`config.mk`:
```
export PLATFORM = sky130hd
export DESIGN_NAME = rr_decoder_arbiter_flat
export DESIGN_NICKNAME = d
export VERILOG_FILES = /design/src/rtl/rr_decoder_arbiter_if.sv /design/src/rtl/rr_decoder_arbiter.sv /design/src/flat_wrapper.sv
export SDC_FILE = /design/constraint.sdc
export NUM_CORES = 1
export LEC_CHECK = 0
export ABC_AREA = 1
export CAP_MARGIN = 0
export CELL_PAD_IN_SITES_DETAIL_PLACEMENT = 1
export CELL_PAD_IN_SITES_GLOBAL_PLACEMENT = 1
export CORE_MARGIN = 10
export CORE_UTILIZATION = 42
export CTS_CLUSTER_DIAMETER = 120
export CTS_CLUSTER_SIZE = 14
export DETAILED_ROUTE_END_ITERATION = 8
export PLACE_DENSITY = 0.91
export REMOVE_ABC_BUFFERS = 1
export SLEW_MARGIN = 15
export SYNTH_ARGS = -nofsm -noshare
export SYNTH_HDL_FRONTEND = slang
export SYNTH_SLANG_ARGS = --single-unit
```
`constraint.sdc`:
```
create_clock -name clk -period 3.7 [get_ports clk]
set_input_delay 1.11 -clock clk [delete_from_list [all_inputs] [get_ports clk]]
set_output_delay 1.11 -clock clk [all_outputs]
set_load 0.05 [all_outputs]
```
`src/rtl/rr_decoder_arbiter_if.sv`:
```
// Handshake bundle between requesters and the round-robin decoder arbiter.
//   req           : level request per requester (requester -> arbiter)
//   release_i     : owner done, single-cycle pulse (requester -> arbiter)
//   gnt_en        : decoder enable (arbiter -> decoder)
//   gnt_idx       : decoder select, current/last owner (arbiter -> decoder)
//   gnt_onehot    : one-hot form of gnt_idx while gnt_en=1, else zero
//   lease_expired : one-cycle pulse when a grant is revoked by lease
// master = requester side, slave = arbiter side.
interface rr_decoder_arbiter_if #(
  parameter int N_REQ = 8,
  parameter int IDX_W = $clog2(N_REQ)
);
  logic [N_REQ-1:0] req;
  logic             release_i;
  logic             gnt_en;
  logic [IDX_W-1:0] gnt_idx;
  logic [N_REQ-1:0] gnt_onehot;
  logic             lease_expired;

  modport master (
    output req, release_i,
    input  gnt_en, gnt_idx, gnt_onehot, lease_expired
  );

  modport slave (
    input  req, release_i,
    output gnt_en, gnt_idx, gnt_onehot, lease_expired
  );
endinterface

```
`src/rtl/rr_decoder_arbiter.sv`:
```
// Round-robin arbiter sharing one decoder-driven resource among N_REQ
// requesters. Holds a grant until the owner releases, drops its request,
// or its lease runs out while someone else waits; one dead cycle between
// owners (break-before-make). All outputs are registered.
// Ports:
//   clk   : system clock, rising edge
//   rst_n : asynchronous active-low reset
//   bus   : slave side of rr_decoder_arbiter_if (req/release_i in,
//           gnt_en/gnt_idx/gnt_onehot/lease_expired out)
//
// state | meaning
// IDLE  | no owner, waiting for any request
// GRANT | owner gnt_idx drives the decoder, lease counting
// GAP   | one dead cycle after an owner leaves, re-arbitrate
module rr_decoder_arbiter #(
  parameter int N_REQ        = 8,
  parameter int IDX_W        = $clog2(N_REQ),
  parameter int LEASE_CYCLES = 4
) (
  input logic             clk,
  input logic             rst_n,
  rr_decoder_arbiter_if.slave bus
);

  localparam int CNT_W = ($clog2(LEASE_CYCLES + 1) < 1) ? 1 : $clog2(LEASE_CYCLES + 1);

  typedef enum logic [1:0] {IDLE, GRANT, GAP} state_t;

  state_t           state;
  logic [IDX_W-1:0] ptr;
  logic [CNT_W-1:0] lease_cnt;

  logic [IDX_W-1:0] winner;
  logic [IDX_W:0]   cand_sum;
  logic             found;
  logic             any_req;
  logic             others_req;
  logic             owner_drop;
  logic             lease_hit;
  logic             exit_grant;
  logic [IDX_W-1:0] ptr_next;
  logic             lease_sat;

  // Search ptr, ptr+1, ... wrapping at N_REQ; first requester wins.
  always_comb begin
    winner   = ptr;
    found    = 1'b0;
    cand_sum = '0;
    for (int k = 0; k < N_REQ; k++) begin
      cand_sum = {1'b0, ptr} + (IDX_W+1)'(k);
      if (cand_sum >= (IDX_W+1)'(N_REQ))
        cand_sum = cand_sum - (IDX_W+1)'(N_REQ);
      if (!found && bus.req[cand_sum[IDX_W-1:0]]) begin
        winner = cand_sum[IDX_W-1:0];
        found  = 1'b1;
      end
    end
  end

  assign any_req    = |bus.req;
  // gnt_onehot is the owner mask while in GRANT
  assign others_req = |(bus.req & ~bus.gnt_onehot);
  assign owner_drop = ~bus.req[bus.gnt_idx];
  assign lease_sat  = (LEASE_CYCLES != 0) && (lease_cnt == CNT_W'(LEASE_CYCLES));
  assign lease_hit  = lease_sat && others_req;
  assign exit_grant = bus.release_i || owner_drop || lease_hit;
  assign ptr_next   = (bus.gnt_idx == IDX_W'(N_REQ - 1)) ? '0 : bus.gnt_idx + IDX_W'(1);

  always_ff @(posedge clk or negedge rst_n) begin
    if (!rst_n) begin
      state             <= IDLE;
      ptr               <= '0;
      lease_cnt         <= '0;
      bus.gnt_en        <= 1'b0;
      bus.gnt_idx       <= '0;
      bus.gnt_onehot    <= '0;
      bus.lease_expired <= 1'b0;
    end else begin
      bus.lease_expired <= 1'b0;
      case (state)
        IDLE, GAP: begin
          if (any_req) begin
            state          <= GRANT;
            bus.gnt_idx    <= winner;
            bus.gnt_onehot <= {{(N_REQ-1){1'b0}}, 1'b1} << winner;
            bus.gnt_en     <= 1'b1;
            lease_cnt      <= CNT_W'(1);
          end else begin
            state <= IDLE;
          end
        end
        GRANT: begin
          if (exit_grant) begin
            state             <= GAP;
            bus.gnt_en        <= 1'b0;
            bus.gnt_onehot    <= '0;
            ptr               <= ptr_next;
            // release/drop take priority over revocation
            bus.lease_expired <= lease_hit && !bus.release_i && !owner_drop;
          end else if (LEASE_CYCLES != 0 && !lease_sat) begin
            lease_cnt <= lease_cnt + CNT_W'(1);
          end
        end
        default: begin
          state          <= IDLE;
          bus.gnt_en     <= 1'b0;
          bus.gnt_onehot <= '0;
        end
      endcase
    end
  end

endmodule

```
`src/flat_wrapper.sv`:
```
// flat-port wrapper written by rule: the top's interface ports become plain ports
module rr_decoder_arbiter_flat 
#(
  parameter int N_REQ        = 8,
  parameter int IDX_W        = $clog2(N_REQ),
  parameter int LEASE_CYCLES = 4
)
  (clk, rst_n, bus_req, bus_release_i, bus_gnt_en, bus_gnt_idx, bus_gnt_onehot, bus_lease_expired);
  rr_decoder_arbiter_if #(.N_REQ(N_REQ), .IDX_W(IDX_W)) bus_i ();
  input logic clk;
  input logic rst_n;
  input wire logic [$bits(bus_i.req)-1:0] bus_req;
  input wire logic [$bits(bus_i.release_i)-1:0] bus_release_i;
  output wire logic [$bits(bus_i.gnt_en)-1:0] bus_gnt_en;
  output wire logic [$bits(bus_i.gnt_idx)-1:0] bus_gnt_idx;
  output wire logic [$bits(bus_i.gnt_onehot)-1:0] bus_gnt_onehot;
  output wire logic [$bits(bus_i.lease_expired)-1:0] bus_lease_expired;
  assign bus_i.req = bus_req;
  assign bus_i.release_i = bus_release_i;
  assign bus_gnt_en = bus_i.gnt_en;
  assign bus_gnt_idx = bus_i.gnt_idx;
  assign bus_gnt_onehot = bus_i.gnt_onehot;
  assign bus_lease_expired = bus_i.lease_expired;
  rr_decoder_arbiter #(.N_REQ(N_REQ), .IDX_W(IDX_W), .LEASE_CYCLES(LEASE_CYCLES)) u_core (.clk(clk), .rst_n(rst_n), .bus(bus_i));
endmodule
```
==> impl_metrics.csv, run 1 <==
group,metric,value,unit
final_layout,fin_area,2230,µm²
run_status,status,"finished clean",
global_route,grt_pass1_vias,2205,
cts,cts_max_path_buffers,2,
timing,tightest_slew,0.973,ns
cts,numCtsBuffers,3,
placed_design,hpwl,4790,µm
placed_design,postPlaceCellArea,2180,µm²
timing,setup_ws,0.689,ns
cts,clk_latency,0.27,ns
floorplan,initial_core_util,43.4,%
floorplan,die_h,87.0,µm
yosys,synthDistinctLibCells,31,
final_layout,fillers,593,
yosys,syn_avg_cell_area,6.60,µm²
cts,h-tree-depth,1,
yosys,seq_area_frac_synth,27.8,%
critical_path,cp-start-kind,"input port",
critical_path,arrival,3.23,ns
critical_path,slowest_stage,"clkdlybuf4s50_1",
cts,cts_tree,"done",
cts,cts-resized-gates,0,
final_layout,synthToLayoutAreaGrowth,18.2,%
placed_design,portBuffers,23,
floorplan,std_cell_rows,24,
critical_path,critical_path_class,"input port to flip-flop",
floorplan,die_w,87.0,µm
critical_path,critPathRequiredTime,3.92,ns
yosys,synth_top_area_share,27.8,%
hold_path,hp-class,"flip-flop to flip-flop",
floorplan,dieArea,7580,µm²
final_layout,antenna_cells,0,
placed_design,dp_slack,0.420,ns
drt,dr.pass1.iters,4,
timing,whs,0.501,ns
drt,wl_per_cell,16.1,µm
yosys,syn_area,1890,µm²
final_layout,final_common_cell,"nand2_1",
global_route,overflow,0,
timing,relSlewSlack,35.0,%
yosys,syn-instance-count,286,
cts,cts_setup_buffers,0,
critical_path,max_stage_delay,0.51,ns
timing,rsz0062_at_grt,"false",
timing,skew,0.00565,ns
drt,vias,1976,
global_route,grt_pass1_wl,10200,µm
critical_path,critPathMaxFanout,6,
drt,drt_iter0_drc,92,
drt,drt-total-wl,5870,µm
final_layout,drive_gt1_share,13.1,%
global_route,grt_max_degree,22,
drt,drc,0,
yosys,synth_area_leaders,"dfrtp_1 28%, nand2_1 19%, nand3_1 11%",
timing,min_period_over_period,81.4,%
timing,setup-tns-final,0,ns
timing,slew_viol_final,0,
floorplan,ios,24,
final_layout,nets,331,
floorplan,core,4350,µm²
yosys,yosysWarnings,0,
placed_design,gp_congestion,0.950,
timing,period_minus_slack,3.01,ns
timing,max_clock_freq,332,MHz
critical_path,crit_chain,"clkdlybuf4s50_1 > nand2_1 > nand3_1 > nand2_1 > nand2_1 > nand2_2 > nand3_4 > nor2_8 > nand4_1 > nor2_1 > nor2_1 > nand2_4 > nand2_2 > nor2_1 > nand3_1 > nand2_1",
flow_run,max-cap-violations,0,
drt,ant_nets,0,
cts,cts-root-buf,"clkbuf_8",
drt,avgViaCountPerCell,5.41,
global_route,antenna_found_initial,0,
yosys,ys_ff_latch,21,
cts,clk_pin_slew,0.08,ns
timing,hold_violations,0,
timing,setup_viol,0,
critical_path,cpMostUsedCell,"nand2_1",
cts,cts_sinks,21,
final_layout,mostFrequentLayoutCells,"98 x nand2_1, 40 x nand3_1, 30 x inv_1",
yosys,synth_top_cell_by_area,"dfrtp_1",
critical_path,cp-end-kind,"flip-flop",
global_route,grt_usage,16.1,%
cts,cts_hold_buf,0,
[Yosys cell counts, drive strengths merged]
cell    instances
o22ai           2
inv            39
nor4            1
a31o            1
nor3            2
a21oi           7
nand3          44
xnor2           2
o21ai          17
ha              6
xor2            2
nand2         108
nor2           17
buf             4
nand4           4
o41ai           1
dfrtp          21
or2             1
o21bai          7
[critical path, delay by kind of cell]
family,cells,cell delay [ns]
simple gates,15,1.61
buf+inv,1,0.51
[cell families after synthesis]
| logic type | after synthesis | share of synthesized area, % |
|---|---|---|
| buffers and inverters | 43 | 9.28 |
| AND/OR/NAND/NOR | 177 | 44.9 |
| XOR/XNOR | 4 | 2.65 |
| AO/OA/AOI/OAI | 35 | 11.3 |
| flip-flops | 21 | 27.8 |
| adder cells (fa/ha/maj) | 6 | 3.98 |
[metrics by stage]
| step | instances | util [%] |
|---|---|---|
| final | 365 | 51.2 |
| after global routing | 365 | 51.2 |
| after CTS | 365 | 51.2 |
| after detailed placement | 361 | 50.2 |
| after global placement | 361 | 50.2 |
| after floorplan | 282 | - |
[flip-flops by register name, indices dropped and copies added, names as in the netlist]
register	cells
u_core.bus.gnt_en	1
u_core.bus.gnt_onehot	8
u_core.ptr	3
u_core.lease_cnt	3
u_core.bus.lease_expired	1
u_core.state	2
u_core.bus.gnt_idx	3
[path summary, 6_finish.rpt]
path	cells past startpoint	end	slack, ns	startpoint
setup reg to reg	17	u_core.bus.gnt_onehot[2]	0.94	u_core.ptr[0]
min in group asynchronous	1	u_core.bus.gnt_onehot[2]	1.37	rst_n
max in group asynchronous	1	u_core.bus.gnt_onehot[7]	1.74	rst_n
hold reg to reg	2	u_core.bus.gnt_en	0.50	u_core.bus.gnt_en
setup / recovery	16	u_core.bus.gnt_onehot[2]	0.69	bus_req[7]
hold / removal	2	u_core.bus.gnt_en	0.50	u_core.bus.gnt_en
[area by class of cell]
cell class | count | area (µm²) | area share, %
inverters | 39 | 146 | 6.56
multi-input cells | 222 | 1190 | 53.2
well taps | 52 | 65.1 | 2.92
flip-flops and latches | 21 | 526 | 23.6
repair buffers | 27 | 260 | 11.7
clock inverters | 1 | 5.00 | 0.224
clock buffers | 3 | 41.3 | 1.85
[metal layers]
layer / track usage, % / wire [µm] / vias to the layer above
met5: 0 / 0 / -
met4: 4.71 / 96 / 0
met3: 3.37 / 260 / 11
met2: 29.2 / 2980 / 33
met1: 18.3 / 2530 / 957
li1: - / - / 975
Power of run 1 is not shown: default switching activity piles up to over one toggle a cycle in this logic, so the estimate is an artifact.
==> inputs of run 2 (changes only) <==
--- a/config.mk
+++ b/config.mk
@@ -10,11 +10,11 @@
 export CELL_PAD_IN_SITES_DETAIL_PLACEMENT = 1
 export CELL_PAD_IN_SITES_GLOBAL_PLACEMENT = 1
 export CORE_MARGIN = 10
-export CORE_UTILIZATION = 42
+export CORE_UTILIZATION = 36
 export CTS_CLUSTER_DIAMETER = 120
 export CTS_CLUSTER_SIZE = 14
 export DETAILED_ROUTE_END_ITERATION = 8
-export PLACE_DENSITY = 0.91
+export PLACE_DENSITY = 0.83
 export REMOVE_ABC_BUFFERS = 1
 export SLEW_MARGIN = 15
 export SYNTH_ARGS = -nofsm -noshare
==> constraint.sdc (replaced) <==
create_clock -name clk -period 2.7 [get_ports clk]
set_input_delay 0.81 -clock clk [delete_from_list [all_inputs] [get_ports clk]]
set_output_delay 0.81 -clock clk [all_outputs]
set_load 0.05 [all_outputs]
==> impl_metrics.csv, run 2 (synthesized netlist as in run 1, its figures left out) <==
group,metric,value,unit
drt,drt-total-wl,6310,µm
timing,tightest_slew,0.576,ns
final_layout,fillers,685,
floorplan,ios,24,
timing,skew,0.00248,ns
drt,dr.pass1.iters,4,
drt,drt_iter0_drc,66,
cts,cts-root-buf,"clkbuf_8",
critical_path,cp-end-kind,"flip-flop",
global_route,overflow,0,
drt,wl_per_cell,15.7,µm
floorplan,die_w,92.4,µm
final_layout,mostFrequentLayoutCells,"96 x nand2_1, 40 x nand3_1, 29 x inv_1",
final_layout,nets,349,
cts,clk_latency,0.26,ns
final_layout,seq_area,527,µm²
placed_design,portBuffers,23,
critical_path,worstReg2RegStart,"u_core.ptr[1]",
cts,h-tree-depth,1,
timing,period_minus_slack,2.48,ns
floorplan,dieArea,8540,µm²
final_layout,multi_input_area,1210,µm²
critical_path,cp-start-kind,"flip-flop",
floorplan,std_cell_rows,26,
drt,vias,2040,
floorplan,core,5110,µm²
cts,cts_tree,"done",
cts,clk_pin_slew,0.08,ns
placed_design,gp_congestion,0.899,
timing,hold_violations,0,
placed_design,hpwl,4960,µm
cts,numCtsBuffers,3,
timing,min_period_over_period,91.9,%
final_layout,final_common_cell,"nand2_1",
global_route,antenna_found_initial,0,
final_layout,largest_register_ffs,8,
global_route,grt_pass1_vias,2197,
hold_path,hp-class,"flip-flop to flip-flop",
cts,cts_max_path_buffers,2,
global_route,grt_usage,14.8,%
drt,avgViaCountPerCell,5.09,
final_layout,antenna_cells,0,
critical_path,critPathRequiredTime,2.90,ns
critical_path,critPathMaxFanout,7,
final_layout,synthToLayoutAreaGrowth,28.9,%
critical_path,crit_start,"u_core.ptr[1]",
timing,setup_viol,0,
global_route,grt_pass1_wl,10600,µm
timing,max_clock_freq,403,MHz
drt,ant_nets,0,
floorplan,initial_core_util,37.0,%
cts,cts_sinks,21,
flow_run,max-cap-violations,0,
hold_path,hp-start,"u_core.bus.gnt_en",
final_layout,drive_gt1_share,19.0,%
global_route,grt_max_degree,22,
drt,drc,0,
run_status,status,"finished clean",
floorplan,die_h,92.4,µm
timing,relSlewSlack,61.2,%
timing,setup-tns-final,0,ns
timing,slew_viol_final,0,
critical_path,critical_path_class,"flip-flop to flip-flop",
critical_path,arrival,2.68,ns
final_layout,top_register,"u_core.bus.gnt_onehot",
cts,cts_hold_buf,0,
run 2: changes by cell type in the layout (fill, tap and decap cells not counted), sizes merged:
| cell | before | now |
|---|---|---|
| buf | 4 | 22 |
| clkbuf | 3 | 4 |
| clkdlybuf4s50 | 23 | 15 |
| clkinv | 1 | 0 |
| dlymetal6s2s | 0 | 8 |
run 2: repair_timing:
item,in CTS,in global routing
setup endpoints to repair,1,14
pin swaps,0,8
buffers inserted,0,5
resized for setup,1,14
run 2: worst paths after layout:
check                           slack [ns]  cells after the start                        to
min in group asynchronous             0.90                      2         u_core.bus.gnt_en
worst min-delay path                  0.50                      2         u_core.bus.gnt_en
max in group asynchronous             1.56                      2             u_core.ptr[0]
worst max register to register        0.22                     17  u_core.bus.gnt_onehot[2]
worst max-delay path                  0.22                     17  u_core.bus.gnt_onehot[2]
worst min register to register        0.50                      2         u_core.bus.gnt_en
run 2: area by class of cell:
type,count,area share (%)
Tap cell,70,3.60
Clock buffer,4,1.85
Multi-Input combinational cell,222,49.8
Inverter,39,6.02
Sequential cell,21,21.6
Timing Repair Buffer,45,17.1
run 2: worst max-delay path: stages, from the launching register on:
cell,delay (ns)
dfrtp_1,0.37
inv_2,0.08
ha_1,0.31
buf_4,0.16
nand3_1,0.12
nand2_1,0.11
nand2_1,0.07
nand2_2,0.11
nand3_4,0.09
nor2_8,0.17
nand4_1,0.15
nor2_1,0.16
nor2_1,0.08
nand2_4,0.10
nand2_2,0.09
nor2_1,0.10
nand3_1,0.09
nand2_1,0.07
run 2: metrics by stage:
step                      cells  hold WS (ns)  utilization, %  worst slack (ns)  cell area (µm²)
after floorplan             282         0.478               -             0.200             1860
after global placement      392         0.477            45.1            -0.208             2300
after detailed placement    392         0.480            45.1            -0.256             2300
after CTS                   396         0.505            46.2           0.00751             2360
after global routing        401         0.531            47.6           -0.0402             2430
final                       401         0.496            47.6             0.218             2430
run 2: routing by layer:
metal	global-route usage, %	vias to the layer above	part of all wire, %
li1	-	1013	-
met1	18.1	978	44
met2	26.5	41	51
met3	2.26	8	3.5
met4	3.60	0	1.2
met5	0	-	0
Power of run 2 is left out for the same reason.
==> inputs of run 3 (changes only) <==
--- a/config.mk
+++ b/config.mk
@@ -7,7 +7,7 @@
 export LEC_CHECK = 0
 export ABC_AREA = 1
 export CAP_MARGIN = 0
-export CELL_PAD_IN_SITES_DETAIL_PLACEMENT = 1
+export CELL_PAD_IN_SITES_DETAIL_PLACEMENT = 0
 export CELL_PAD_IN_SITES_GLOBAL_PLACEMENT = 1
 export CORE_MARGIN = 10
 export CORE_UTILIZATION = 36
==> impl_metrics.csv, run 3 (synthesized netlist as in run 1, its figures left out) <==
group,metric,value,unit
critical_path,crit_family,"simple AND/OR/NAND/NOR gates",
placed_design,gp_congestion,0.899,
placed_design,dp_slack,-0.208,ns
cts,numCtsBuffers,3,
global_route,antenna_found_initial,0,
timing,setup-tns-final,0,ns
flow_run,max-cap-violations,0,
critical_path,crit_start,"u_core.ptr[1]",
critical_path,cp-end-kind,"flip-flop",
run_status,status,"finished clean",
cts,h-tree-depth,1,
timing,max_clock_freq,397,MHz
floorplan,die_h,92.4,µm
timing,slew_viol_final,0,
floorplan,core,5110,µm²
final_layout,drive_gt1_share,19.3,%
cts,clk_latency,0.26,ns
global_route,grt_pass1_vias,1933,
critical_path,critPathRequiredTime,2.90,ns
drt,top_layer,"met4",
critical_path,reg2reg_slack,0.18,ns
final_layout,top_register,"u_core.bus.gnt_onehot",
timing,hold_violations,0,
drt,dr_wl_met2,2510,µm
drt,vias,1928,
hold_path,hp-start,"u_core.bus.gnt_en",
critical_path,arrival,2.72,ns
hold_path,hp-class,"flip-flop to flip-flop",
timing,min_period_over_period,93.3,%
drt,drt_iter0_drc,54,
placed_design,portBuffers,23,
timing,setup_viol,0,
cts,cts_sinks,21,
global_route,grt_max_degree,22,
critical_path,path_buf_inv,2,
global_route,grt_usage,12.6,%
drt,dr.pass1.iters,4,
critical_path,worstReg2RegStart,"u_core.ptr[1]",
drt,wl_per_cell,13.4,µm
placed_design,hpwl,4210,µm
floorplan,dieArea,8540,µm²
timing,setup_ws,0.182,ns
floorplan,initial_core_util,37.0,%
global_route,grt_pass1_wl,9030,µm
global_route,overflow,0,
timing,period_minus_slack,2.52,ns
cts,cts_tree,"done",
floorplan,ios,24,
drt,avgViaCountPerCell,4.87,
timing,skew,0.00216,ns
critical_path,cp-start-kind,"flip-flop",
critical_path,r2r-end,"u_core.bus.gnt_onehot[2]",
critical_path,slowest_stage,"dfrtp_1",
final_layout,antenna_cells,0,
critical_path,cpMostUsedCell,"nand2_1",
final_layout,largest_register_ffs,8,
cts,clk_pin_slew,0.08,ns
floorplan,die_w,92.4,µm
final_layout,mostFrequentLayoutCells,"93 x nand2_1, 39 x nand3_1, 28 x inv_1",
timing,tightest_slew,0.517,ns
critical_path,ff2ff_path_depth,17,
critical_path,max_stage_delay,0.39,ns
cts,cts_max_path_buffers,2,
cts,cts-root-buf,"clkbuf_8",
drt,met3_length,255,µm
critical_path,worstSetupPathDepth,17,
drt,route.layer.met1.wl,2400,µm
final_layout,synthToLayoutAreaGrowth,27.4,%
placed_design,placed_cells,392,
floorplan,std_cell_rows,26,
drt,drc,0,
drt,ant_nets,0,
critical_path,critPathMaxFanout,7,
final_layout,final_common_cell,"nand2_1",
critical_path,crit_chain,"inv_2 > ha_1 > buf_4 > nand3_1 > nand2_1 > nand2_1 > nand2_2 > nand3_4 > nor2_8 > nand4_1 > nor2_1 > nor2_1 > nand2_4 > nand2_2 > nor2_2 > nand3_1 > nand2_1",
critical_path,cp-endpoint,"u_core.bus.gnt_onehot[2]",
final_layout,nets,344,
critical_path,critical_path_class,"flip-flop to flip-flop",
timing,relSlewSlack,65.5,%
timing,whs,0.490,ns
final_layout,fin_cells,396,
drt,drt-total-wl,5290,µm
==> run 3: final cells by class <==
cell class / count / area (µm²)
Fill cell: 538 / 2700
Tap cell: 70 / 87.6
Sequential cell: 21 / 526
Clock buffer: 4 / 45.0
Multi-Input combinational cell: 222 / 1220
Inverter: 39 / 146
Timing Repair Buffer: 40 / 378
==> run 3: how the worst min path moves through the flow <==
stage	to	slack [ns]	cells after the start
3_5_place_dp	u_core.bus.gnt_en	0.48	2
2_1_floorplan	u_core.lease_cnt[1]	0.48	2
5_1_grt	u_core.bus.gnt_en	0.52	2
6_report	u_core.bus.gnt_en	0.49	2
4_1_cts	u_core.bus.gnt_en	0.50	2
3_3_place_gp	u_core.bus.gnt_en	0.48	2
==> run 3: through the flow <==
stage / utilization (%) / area (µm²)
2_1_floorplan: - / 1860
3_3_place_gp: 45.1 / 2300
3_5_place_dp: 45.1 / 2300
4_1_cts: 46.0 / 2350
5_1_grt: 47.1 / 2410
6_report: 47.1 / 2410
==> run 3: tightest hold or removal path, cell delays in order (launching register included) <==
cell	delay, ns
dfrtp_1	0.36
nand2_1	0.06
nand2_1	0.05
==> run 3: timing repair <==
action	CTS	global route
endpoints found under the setup margin	0	14
hold buffers	0	0
setup buffers	0	0
resized for setup	0	20
==> run 3: metal layers <==
layer  global-route usage (%)  up-vias
li1                         -     1005
met1                     16.1      861
met2                     21.1       50
met3                     1.94       12
met4                     4.24        0
met5                        0        -
Power of run 3 is left out for the same reason.
